[config.mk]
export PLATFORM = sky130hd
export DESIGN_NAME = j1_dbus_io_flat
export DESIGN_NICKNAME = d
export VERILOG_FILES = /design/src/rtl/j1_dbus_io_pkg.sv /design/src/rtl/if_dbus.sv /design/src/rtl/j1_dbus_io_uart_tx.sv /design/src/rtl/j1_dbus_io.sv /design/src/flat_wrapper.sv
export SDC_FILE = /design/constraint.sdc
export NUM_CORES = 1
export LEC_CHECK = 0
export ABC_AREA = 1
export CORE_ASPECT_RATIO = 0.8
export CORE_UTILIZATION = 45
export DETAILED_ROUTE_END_ITERATION = 10
export PLACE_DENSITY = 0.66
export SLEW_MARGIN = 0
export SYNTH_ARGS = -nofsm -noshare
export SYNTH_HDL_FRONTEND = slang
export SYNTH_SLANG_ARGS = --single-unit
[constraint.sdc]
create_clock -name clk -period 2.8 [get_ports clk]
set_clock_uncertainty 0.15 [all_clocks]
set_input_delay 0.56 -clock clk [delete_from_list [all_inputs] [get_ports clk]]
set_output_delay 0.56 -clock clk [all_outputs]
set_load 0.01 [all_outputs]
[src/rtl/j1_dbus_io_pkg.sv]
// rtl/j1_dbus_io_pkg.sv - register map, UART state and STAT bit definitions for j1_dbus_io
package j1_dbus_io_pkg;

    // Word offsets within the 8-word register window (adr[2:0]); 6 and 7 are reserved.
    typedef enum logic [2:0] {
        IO_GPIO_OUT  = 3'd0,
        IO_GPIO_IN   = 3'd1,
        IO_TICK_LO   = 3'd2,
        IO_TICK_HI   = 3'd3,
        IO_UART_DATA = 3'd4,
        IO_UART_STAT = 3'd5
    } io_reg_t;

    typedef enum logic [1:0] {
        UART_IDLE,
        UART_START,
        UART_DATA,
        UART_STOP
    } uart_state_t;

    // Bit positions in the UART_STAT register.
    localparam int STAT_BUSY     = 0;
    localparam int STAT_FULL     = 1;
    localparam int STAT_EMPTY    = 2;
    localparam int STAT_OVERFLOW = 3;

endpackage

[src/rtl/if_dbus.sv]
// rtl/if_dbus.sv - J1 data bus: word address, read/write strobes, write and read data
interface if_dbus;
    logic [15:0] adr;
    logic        re;
    logic        we;
    logic [15:0] dat_o;
    logic [15:0] dat_i;

    modport master (output adr, re, we, dat_o, input dat_i);
    modport slave  (input adr, re, we, dat_o, output dat_i);
endinterface

[src/rtl/j1_dbus_io_uart_tx.sv]
// rtl/j1_dbus_io_uart_tx.sv - 8N1 UART transmitter with a small byte FIFO in front
// Ports: clk, reset (sync, active high); push/din enqueue a byte;
//        full/empty FIFO status; busy = frame in progress; pop = FIFO read this cycle;
//        txd serial output, idle high.
module uart_tx
    import j1_dbus_io_pkg::*;
#(
    parameter int unsigned fifo_depth   = 4,
    parameter int unsigned clks_per_bit = 434
) (
    input  logic       clk,
    input  logic       reset,
    input  logic       push,
    input  logic [7:0] din,
    output logic       full,
    output logic       empty,
    output logic       busy,
    output logic       pop,
    output logic       txd
);

    localparam int unsigned AW = $clog2(fifo_depth);
    localparam int unsigned BW = $clog2(clks_per_bit);

    logic [7:0]    mem [fifo_depth];
    logic [AW:0]   wr_ptr;
    logic [AW:0]   rd_ptr;
    uart_state_t   state;
    uart_state_t   state_nxt;
    logic [BW-1:0] baud;
    logic [BW-1:0] baud_nxt;
    logic [2:0]    bit_cnt;
    logic [2:0]    bit_nxt;
    logic [7:0]    shift;
    logic [7:0]    shift_nxt;
    logic          baud_end;
    logic          push_ok;

    // Pointers carry one extra wrap bit so full and empty are distinguishable.
    assign empty    = (wr_ptr == rd_ptr);
    assign full     = (wr_ptr[AW] != rd_ptr[AW]) && (wr_ptr[AW-1:0] == rd_ptr[AW-1:0]);
    assign baud_end = (baud == BW'(clks_per_bit - 1));
    // A pop in the same cycle frees the slot, so a push into a full FIFO still lands.
    assign push_ok  = push && (!full || pop);
    assign busy     = (state != UART_IDLE);

    always_ff @(posedge clk) begin
        if (reset) begin
            wr_ptr <= '0;
            rd_ptr <= '0;
        end else begin
            if (push_ok) begin
                mem[wr_ptr[AW-1:0]] <= din;
                wr_ptr              <= wr_ptr + (AW+1)'(1);
            end
            if (pop) begin
                rd_ptr <= rd_ptr + (AW+1)'(1);
            end
        end
    end

    always_ff @(posedge clk) begin
        if (reset) begin
            state   <= UART_IDLE;
            baud    <= '0;
            bit_cnt <= '0;
            shift   <= '0;
        end else begin
            state   <= state_nxt;
            baud    <= baud_nxt;
            bit_cnt <= bit_nxt;
            shift   <= shift_nxt;
        end
    end

    always_comb begin
        state_nxt = state;
        baud_nxt  = baud;
        bit_nxt   = bit_cnt;
        shift_nxt = shift;
        pop       = 1'b0;
        case (state)
            UART_IDLE: begin
                if (!empty) begin
                    pop       = 1'b1;
                    shift_nxt = mem[rd_ptr[AW-1:0]];
                    baud_nxt  = '0;
                    state_nxt = UART_START;
                end
            end
            UART_START: begin
                if (baud_end) begin
                    baud_nxt  = '0;
                    bit_nxt   = '0;
                    state_nxt = UART_DATA;
                end else begin
                    baud_nxt = baud + BW'(1);
                end
            end
            UART_DATA: begin
                if (baud_end) begin
                    baud_nxt  = '0;
                    shift_nxt = {1'b0, shift[7:1]};
                    if (bit_cnt == 3'd7) begin
                        state_nxt = UART_STOP;
                    end else begin
                        bit_nxt = bit_cnt + 3'd1;
                    end
                end else begin
                    baud_nxt = baud + BW'(1);
                end
            end
            UART_STOP: begin
                if (baud_end) begin
                    baud_nxt = '0;
                    // Chain straight into the next start bit so queued frames leave no idle gap.
                    if (!empty) begin
                        pop       = 1'b1;
                        shift_nxt = mem[rd_ptr[AW-1:0]];
                        state_nxt = UART_START;
                    end else begin
                        state_nxt = UART_IDLE;
                    end
                end else begin
                    baud_nxt = baud + BW'(1);
                end
            end
            default: begin
                state_nxt = UART_IDLE;
            end
        endcase
    end

    always_comb begin
        case (state)
            UART_START: txd = 1'b0;
            UART_DATA:  txd = shift[0];
            default:    txd = 1'b1;
        endcase
    end

endmodule

[src/rtl/j1_dbus_io.sv]
// rtl/j1_dbus_io.sv - J1 data-bus I/O target: GPIO, 32-bit tick with snapshot, UART TX
// Ports: clk, reset (sync, active high); dbus slave side of the J1 data bus;
//        hit = address falls in the 8-word window; gpio_in async inputs;
//        gpio_out output register; uart_txd serial 8N1 output, idle high.
module j1_dbus_io
    import j1_dbus_io_pkg::*;
#(
    parameter logic [15:0] base_adr     = 16'h7F00,
    parameter int unsigned gpio_width   = 16,
    parameter int unsigned fifo_depth   = 4,
    parameter int unsigned clks_per_bit = 434
) (
    input  logic                  clk,
    input  logic                  reset,
    if_dbus.slave                 dbus,
    output logic                  hit,
    input  logic [gpio_width-1:0] gpio_in,
    output logic [gpio_width-1:0] gpio_out,
    output logic                  uart_txd
);

    logic [2:0]            offset;
    logic                  wr_en;
    logic                  uart_push;
    logic                  ovf_clear;
    logic [gpio_width-1:0] gpio_meta;
    logic [gpio_width-1:0] gpio_sync;
    logic [31:0]           tick;
    logic [15:0]           snapshot;
    logic [15:0]           rd_data;
    logic [15:0]           dat_i_q;
    logic [15:0]           gpio_out_ext;
    logic [15:0]           gpio_in_ext;
    logic                  overflow;
    logic                  tx_full;
    logic                  tx_empty;
    logic                  tx_busy;
    logic                  tx_pop;

    assign hit          = (dbus.adr[15:3] == base_adr[15:3]);
    assign offset       = dbus.adr[2:0];
    assign wr_en        = dbus.we && hit;
    assign uart_push    = wr_en && (offset == IO_UART_DATA);
    assign ovf_clear    = wr_en && (offset == IO_UART_STAT) && dbus.dat_o[STAT_OVERFLOW];
    assign gpio_out_ext = 16'(gpio_out);
    assign gpio_in_ext  = 16'(gpio_sync);
    assign dbus.dat_i   = dat_i_q;

    always_comb begin
        rd_data = '0;
        case (offset)
            IO_GPIO_OUT: rd_data = gpio_out_ext;
            IO_GPIO_IN:  rd_data = gpio_in_ext;
            IO_TICK_LO:  rd_data = tick[15:0];
            IO_TICK_HI:  rd_data = snapshot;
            IO_UART_STAT: begin
                rd_data[STAT_BUSY]     = tx_busy;
                rd_data[STAT_FULL]     = tx_full;
                rd_data[STAT_EMPTY]    = tx_empty;
                rd_data[STAT_OVERFLOW] = overflow;
            end
            default: rd_data = '0;
        endcase
    end

    always_ff @(posedge clk) begin
        if (reset) begin
            gpio_out  <= '0;
            gpio_meta <= '0;
            gpio_sync <= '0;
            tick      <= '0;
            snapshot  <= '0;
            dat_i_q   <= '0;
            overflow  <= 1'b0;
        end else begin
            gpio_meta <= gpio_in;
            gpio_sync <= gpio_meta;
            tick      <= tick + 32'd1;
            if (wr_en && (offset == IO_GPIO_OUT)) begin
                gpio_out <= dbus.dat_o[gpio_width-1:0];
            end
            // Read data is sampled from pre-edge state, so a same-cycle write is not visible yet.
            if (dbus.re) begin
                dat_i_q <= hit ? rd_data : '0;
                // Latching the upper half with the low-half read keeps a 32-bit read coherent.
                if (hit && (offset == IO_TICK_LO)) begin
                    snapshot <= tick[31:16];
                end
            end
            if (uart_push && tx_full && !tx_pop) begin
                overflow <= 1'b1;
            end else if (ovf_clear) begin
                overflow <= 1'b0;
            end
        end
    end

    uart_tx #(
        .fifo_depth   (fifo_depth),
        .clks_per_bit (clks_per_bit)
    ) u_uart_tx (
        .clk   (clk),
        .reset (reset),
        .push  (uart_push),
        .din   (dbus.dat_o[7:0]),
        .full  (tx_full),
        .empty (tx_empty),
        .busy  (tx_busy),
        .pop   (tx_pop),
        .txd   (uart_txd)
    );

endmodule

[src/flat_wrapper.sv]
// flat-port wrapper written by rule: the top's interface ports become plain ports
module j1_dbus_io_flat import j1_dbus_io_pkg::*;
#(
    parameter logic [15:0] base_adr     = 16'h7F00,
    parameter int unsigned gpio_width   = 16,
    parameter int unsigned fifo_depth   = 4,
    parameter int unsigned clks_per_bit = 434
)
  (clk, reset, hit, gpio_in, gpio_out, uart_txd, dbus_adr, dbus_re, dbus_we, dbus_dat_o, dbus_dat_i);
  if_dbus dbus_i ();
  input  logic clk;
  input  logic reset;
  output logic hit;
  input  logic [gpio_width-1:0] gpio_in;
  output logic [gpio_width-1:0] gpio_out;
  output logic uart_txd;
  input wire logic [$bits(dbus_i.adr)-1:0] dbus_adr;
  input wire logic [$bits(dbus_i.re)-1:0] dbus_re;
  input wire logic [$bits(dbus_i.we)-1:0] dbus_we;
  input wire logic [$bits(dbus_i.dat_o)-1:0] dbus_dat_o;
  output wire logic [$bits(dbus_i.dat_i)-1:0] dbus_dat_i;
  assign dbus_i.adr = dbus_adr;
  assign dbus_i.re = dbus_re;
  assign dbus_i.we = dbus_we;
  assign dbus_i.dat_o = dbus_dat_o;
  assign dbus_dat_i = dbus_i.dat_i;
  j1_dbus_io #(.base_adr(base_adr), .gpio_width(gpio_width), .fifo_depth(fifo_depth), .clks_per_bit(clks_per_bit)) u_core (.clk(clk), .reset(reset), .dbus(dbus_i), .hit(hit), .gpio_in(gpio_in), .gpio_out(gpio_out), .uart_txd(uart_txd));
endmodule
==> impl_metrics.ini, run 1 <==
[clock_network]
cts_inserted_buffers = 17
cts_root_buffer = clkbuf_16
clockBufferDepth = 2
cts_setup_buffers = 0
path_clk_slew_ps = 70
h-tree-depth = 4
cts.sinks = 175
clk-insertion-delay-late_ps = 440
cts_tree = yes

[cells_and_area]
drive_gt1_frac = 0.0865
syn_to_final_growth_pct = 22.0
final_cell_mix = 203 x nand2_1, 144 x nor2_1, 143 x dfxtp_1, 113 x inv_1, 83 x clkdlybuf4s50_1
multiInputGateArea_um2 = 3410
fin_nets = 1175
design_area_um2 = 9590
finalNonFillerCells = 1341
mostFrequentLayoutCell = nand2_1
seq_area_um2 = 3820
n_antenna_cell = 0
fillerInstances = 1553

[floorplan]
die_height_um = 120
top_level_ports = 86
num_rows = 42
core_um2 = 16800
initial_core_util = 0.468
dieArea_um2 = 18000
die_width_um = 150

[pwr]
p_per_area_nw_per_um2 = 588
ir_drop_uv = 377
power_uw = 5640
leakagePower_uw = 0.00358

[grt]
grt_pass1_vias = 6174
grt_max_degree = 38
grt_overflow = 0
grt_pass1_wl_um = 33300
antenna_found_initial = 0
grt_use_total = 0.242

[place]
placed_cell_area_um2 = 8960
portBuffers = 85
dp_hpwl_um = 15100
place_congestion = 0.908
dp_cells = 1309

[synthesis]
async_flop_share = 0
ys_types = 44
synth_edf_count = 32
syn_nets = 1090
synth_seq_area_share = 0.486
netlist_instances = 1023
synth_seq_cells = 175
synth_warnings = 0
synthFlopType = dfxtp_1
avgSynthCellArea_um2 = 7.69
syn_area_um2 = 7860

[route]
drt-total-wl_um = 20500
vias = 6906
dr_wl_met2_um = 7900
drt-initial-drc-count = 473
drt-met1-wl_um = 10900
dr_wl_met3_um = 1530
vias_per_cell = 5.15
highest_layer = met4
wire_per_inst_um = 15.3
detail-route-antenna-nets = 0
drt_first_pass_iters = 7
drc_errors = 0

[timing]
hold_ws_ps = 251
finalSetupTns_ps = 0
drv_slew = 0
setup_viol = 0
tightestPinTransition_ps = 579
finalCritPeriodShare = 0.970
fin_crit_ps = 2720
rsz0062_at_grt = false
max_freq_ghz = 0.368
hold_viol = 0
slew_headroom = 0.610

[hold_path]
min_path_type = flip-flop to flip-flop

[critical_path]
path_max_fanout = 12
end_kind = output pin
cp_data_required_time_ps = 2090
critPathLaunchType = flip-flop
path_class = flip-flop to output pin
arrival_ps = 2010

[status]
status = completed

[run]
drv_cap = 0
[routing by layer]
layer,up-vias,global-route usage
met5,-,0
met4,0,0.0530
li1,3522,-
met1,3137,0.389
met2,230,0.321
met3,17,0.0536
[sequential cells by signal, indices dropped and copies added, names as in the netlist, named ones only]
register                  flops
u_core.dbus.dat_i            16
u_core.gpio_in_ext           16
u_core.gpio_meta             16
u_core.gpio_out              16
u_core.overflow               1
u_core.snapshot              16
u_core.tick                  32
u_core.u_uart_tx.baud         9
u_core.u_uart_tx.bit_cnt      3
u_core.u_uart_tx.mem         32
u_core.u_uart_tx.rd_ptr       3
u_core.u_uart_tx.shift        8
u_core.u_uart_tx.state        2
u_core.u_uart_tx.wr_ptr       3
[layout make-up]
type,instances,area share
tap,220,0.0287
timing repair buffer,102,0.104
sequential,175,0.399
clock buffer,18,0.0458
inverter,120,0.0471
clock inverter,14,0.0196
multi-input combinational,692,0.356
[per-stage QoR]
step                      setup slack, ps   util
after global placement               29.5  0.533
after global routing                 2.36  0.570
after detailed placement             13.6  0.533
final                                82.9  0.570
after CTS                            37.6  0.570
after floorplan                       458      -
[path summary, 6_finish.rpt]
check	slack, ps	depth (start not counted)	start	endpoint
min	250	2	u_core.gpio_meta[7]	u_core.gpio_in_ext[7]
max reg2reg	320	9	u_core.u_uart_tx.state[0]	u_core.u_uart_tx.mem[2][6]
min reg2reg	250	2	u_core.gpio_meta[7]	u_core.gpio_in_ext[7]
max	80	5	u_core.u_uart_tx.state[0]	uart_txd
[what timing repair did]
action,4_1_cts,5_1_grt
setup endpoints to repair,1,1
hold buffers,0,0
gates resized for setup,1,1
pin swaps,0,0
[Yosys cell counts, drive strengths merged, types with 13 or more instances]
master / number / area share
a21oi: 80 / 0.051
nand3: 49 / 0.035
inv: 119 / 0.057
buf: 15 / 0.012
clkbuf: 21 / 0.010
dfxtp: 143 / 0.36
o21ai: 85 / 0.054
edfxtp: 32 / 0.12
nand2: 213 / 0.11
ha: 15 / 0.024
nor2: 160 / 0.087
nand4: 13 / 0.010
nor3: 37 / 0.025
[critical path: stages, from the launching register on]
cell             delay [ps]
dfxtp_1                 360
inv_1                   140
ha_2                    330
nor2_1                  110
nor2_1                  110
clkdlybuf4s50_1         540
[cell families (layout without fill, tap and decap cells)]
family                   after synthesis  count (layout)  share of synthesized area
AND/OR/NAND/NOR                      489             489                      0.281
AO/OA/AOI/OAI                        183             183                      0.124
flip-flops                           175             175                      0.486
buffers and inverters                156             254                     0.0799
adder cells (fa/ha/maj)               15              15                     0.0239
XOR/XNOR                               5               5                    0.00557
[report_power, final]
part / internal [uW] / switching [uW]
Clock: 1320 / 1140
Combinational: 194 / 299
Sequential: 2640 / 48.7
Total: 4150 / 1490
Power figures use the tool's default switching activity.
==> inputs of run 2 (changes only) <==
CAP_MARGIN = 20   (was not set)
CTS_CLUSTER_DIAMETER = 50   (was not set)
SLEW_MARGIN = not set   (was 0)
==> results of run 2 <==
The final DEF is identical to that of run 1; final timing and power are the same.
==> edit: new RTL, config.mk and constraints of run 1 <==
The 4 states of `uart_state_t` get a one-hot encoding in 4 bits.
--- a/src/rtl/j1_dbus_io_pkg.sv
+++ b/src/rtl/j1_dbus_io_pkg.sv
@@ -12,9 +12,9 @@
     } io_reg_t;
 
-    typedef enum logic [1:0] {
-        UART_IDLE,
-        UART_START,
-        UART_DATA,
-        UART_STOP
+    typedef enum logic [3:0] {
+        UART_IDLE  = 4'b0001,
+        UART_START = 4'b0010,
+        UART_DATA  = 4'b0100,
+        UART_STOP  = 4'b1000
     } uart_state_t;
 
Function: no difference found for any inputs over 4 cycles, from zero or initial values and one cycle with reset high; so few cycles prove little.
==> edit against run 1 <==
Non-clock buffer count unchanged. Highest routed layer unchanged. Fmax up 5.5%. Setup slack better by 140 ps. Routed wire length up 0.58%. Critical path type unchanged. Critical endpoint unchanged. Sequential cell count up 2. Die area up 0.62%. Hold slack better by 2.5 ps. Final area up 0.50%. Synthesized area up 0.62%.
Power is not compared: it rests on default switching activity, and its combinational part moved more than twofold at a synthesized area within 25%.
==> edit: results (changes against run 1) <==
## Run status
- finished clean — status

## Clocking
- 0 — post-CTS repair timing setup buffer count, unchanged
- 80 ps — Worst-path clk slew
- 2 — number of buffers between clock root and the deepest sink, unchanged
- 0 — post-cts repair resize count, -1
- 177 — number of clock sinks, +1.1%
- 4 — CTS H-Tree Depth, unchanged

## Finish
- 1550 — filler instances, -0.19%
- 35.6% — multi-input logic portion of the cell area, +0.045 points
- 10.3% — Signal buf overhead, -0.18 points
- 705 — multi-input combinational cell count, +1.9%
- 8.80% — share of layout cells above drive strength 1, +0.15 points
- 40.1% — share of the final layout cell area in sequential cells, +0.22 points
- 6.45% — clock network area share, -0.084 points
- 1185 — Nets, +0.85%
- 17 — layout clock buffer count, -1

## Setup path
- 510 ps — max incr delay on CP, -30 ps
- 10 — Worst R2R Path Depth, +1
- 1870 ps — CP Data Arrival Time, -140 ps
- u_core.u_uart_tx.mem[0][0] — capturing point of the worst reg2reg path
- 5 — critical-path maximum fanout, -7
- u_core.u_uart_tx.baud[0] — Reg-to-Reg Start
- 680 ps — Reg2Reg Setup Slack, +360 ps

## GRT
- 32.4% — met2 track demand over resource in global routing, +0.32 points
- 38.3% — met1 usage, -0.62 points
- 6200 — via count of the first global-routing pass, +0.42%
- 33.4 mm — wire length of the first global-routing pass, +0.37%
- 24.3% — GRT Total Usage, +0.14 points
- 67 — pin count of the biggest net entering global routing, +76%

## Route
- 470 — Detailed Route Iter0 Violations, -0.63%
- 1.62 mm — met3 routed WL, +6.1%
- 6860 — total number of vias, -0.67%
- 5 — number of iterations in the first detailed-routing pass, -2
- 20.6 mm — total length of routed wires, +0.58%

## Place
- 9020 um^2 — post-place instance area, +0.61%
- 55.7 ps — dpl ws, +42.1 ps
- 15.2 mm — dpl hpwl, +0.58%

## Synthesis
- 1097 — Synthesized Nets, +0.64%
- 48 — count of unique library cells instantiated by Yosys, +9.1%
- 0.886% — post-synthesis share of cell area spent on xor and xnor gates, +0.33 points
- sky130_fd_sc_hd__dfxtp_1 37%, sky130_fd_sc_hd__edfxtp_1 12%, sky130_fd_sc_hd__nand2_1 9.8%, sky130_fd_sc_hd__nor2_1 9.1%, sky130_fd_sc_hd__inv_1 5.1% — leading cell types by total area after synthesis
- 1.58% — share of synthesized cell area in full adder, half adder and majority cells, -0.81 points
- 207 x sky130_fd_sc_hd__nand2_1, 191 x sky130_fd_sc_hd__nor2_1, 145 x sky130_fd_sc_hd__dfxtp_1, 107 x sky130_fd_sc_hd__inv_1, 67 x sky130_fd_sc_hd__o21ai_0 — commonest cells in the netlist
- 11.6% — compound-cell area share of the yosys netlist, -0.82 points
- 48.8% — sequential element share of the synthesized area, +0.21 points

## STA
- 0 — hold violation total from the final report, unchanged
- 254 ps — worst hold margin, +2.50 ps
- 602 ps — transition at the pin with the smallest max-transition slack, +23.2 ps

## Die
- 220 — number of well-tap cells placed, unchanged

## Min path
- u_core.gpio_in_ext[9] — Worst Hold Endpoint
- u_core.gpio_meta[9] — launch point of the worst hold path

[edit: cell count changes in the layout (fill, tap and decap cells not counted), sizes merged, moves of 4 or more]
cell / delta
nor3: -15
nand4: +5
nor2: +43
o21ai: -4
ha: -5
a21oi: -15
[edit: stage by stage]
step,instances,utilization (%)
after floorplan,1035,-
after CTS,1356,57.1
final,1356,57.2
after detailed placement,1324,53.4
after global routing,1356,57.2
after global placement,1324,53.4
[edit: worst max-delay path by stage]
| stage | startpoint | endpoint | slack (ps) | cells past startpoint |
|---|---|---|---|---|
| global route | u_core.u_uart_tx.state[2] | uart_txd | 150 | 5 |
| finish | u_core.u_uart_tx.state[2] | uart_txd | 220 | 5 |
| global placement | dbus_adr[8] | hit | 70 | 6 |
| CTS | dbus_adr[8] | hit | 50 | 6 |
| floorplan | dbus_adr[4] | u_core.u_uart_tx.mem[0][0] | 480 | 9 |
| detailed placement | dbus_adr[8] | hit | 60 | 6 |
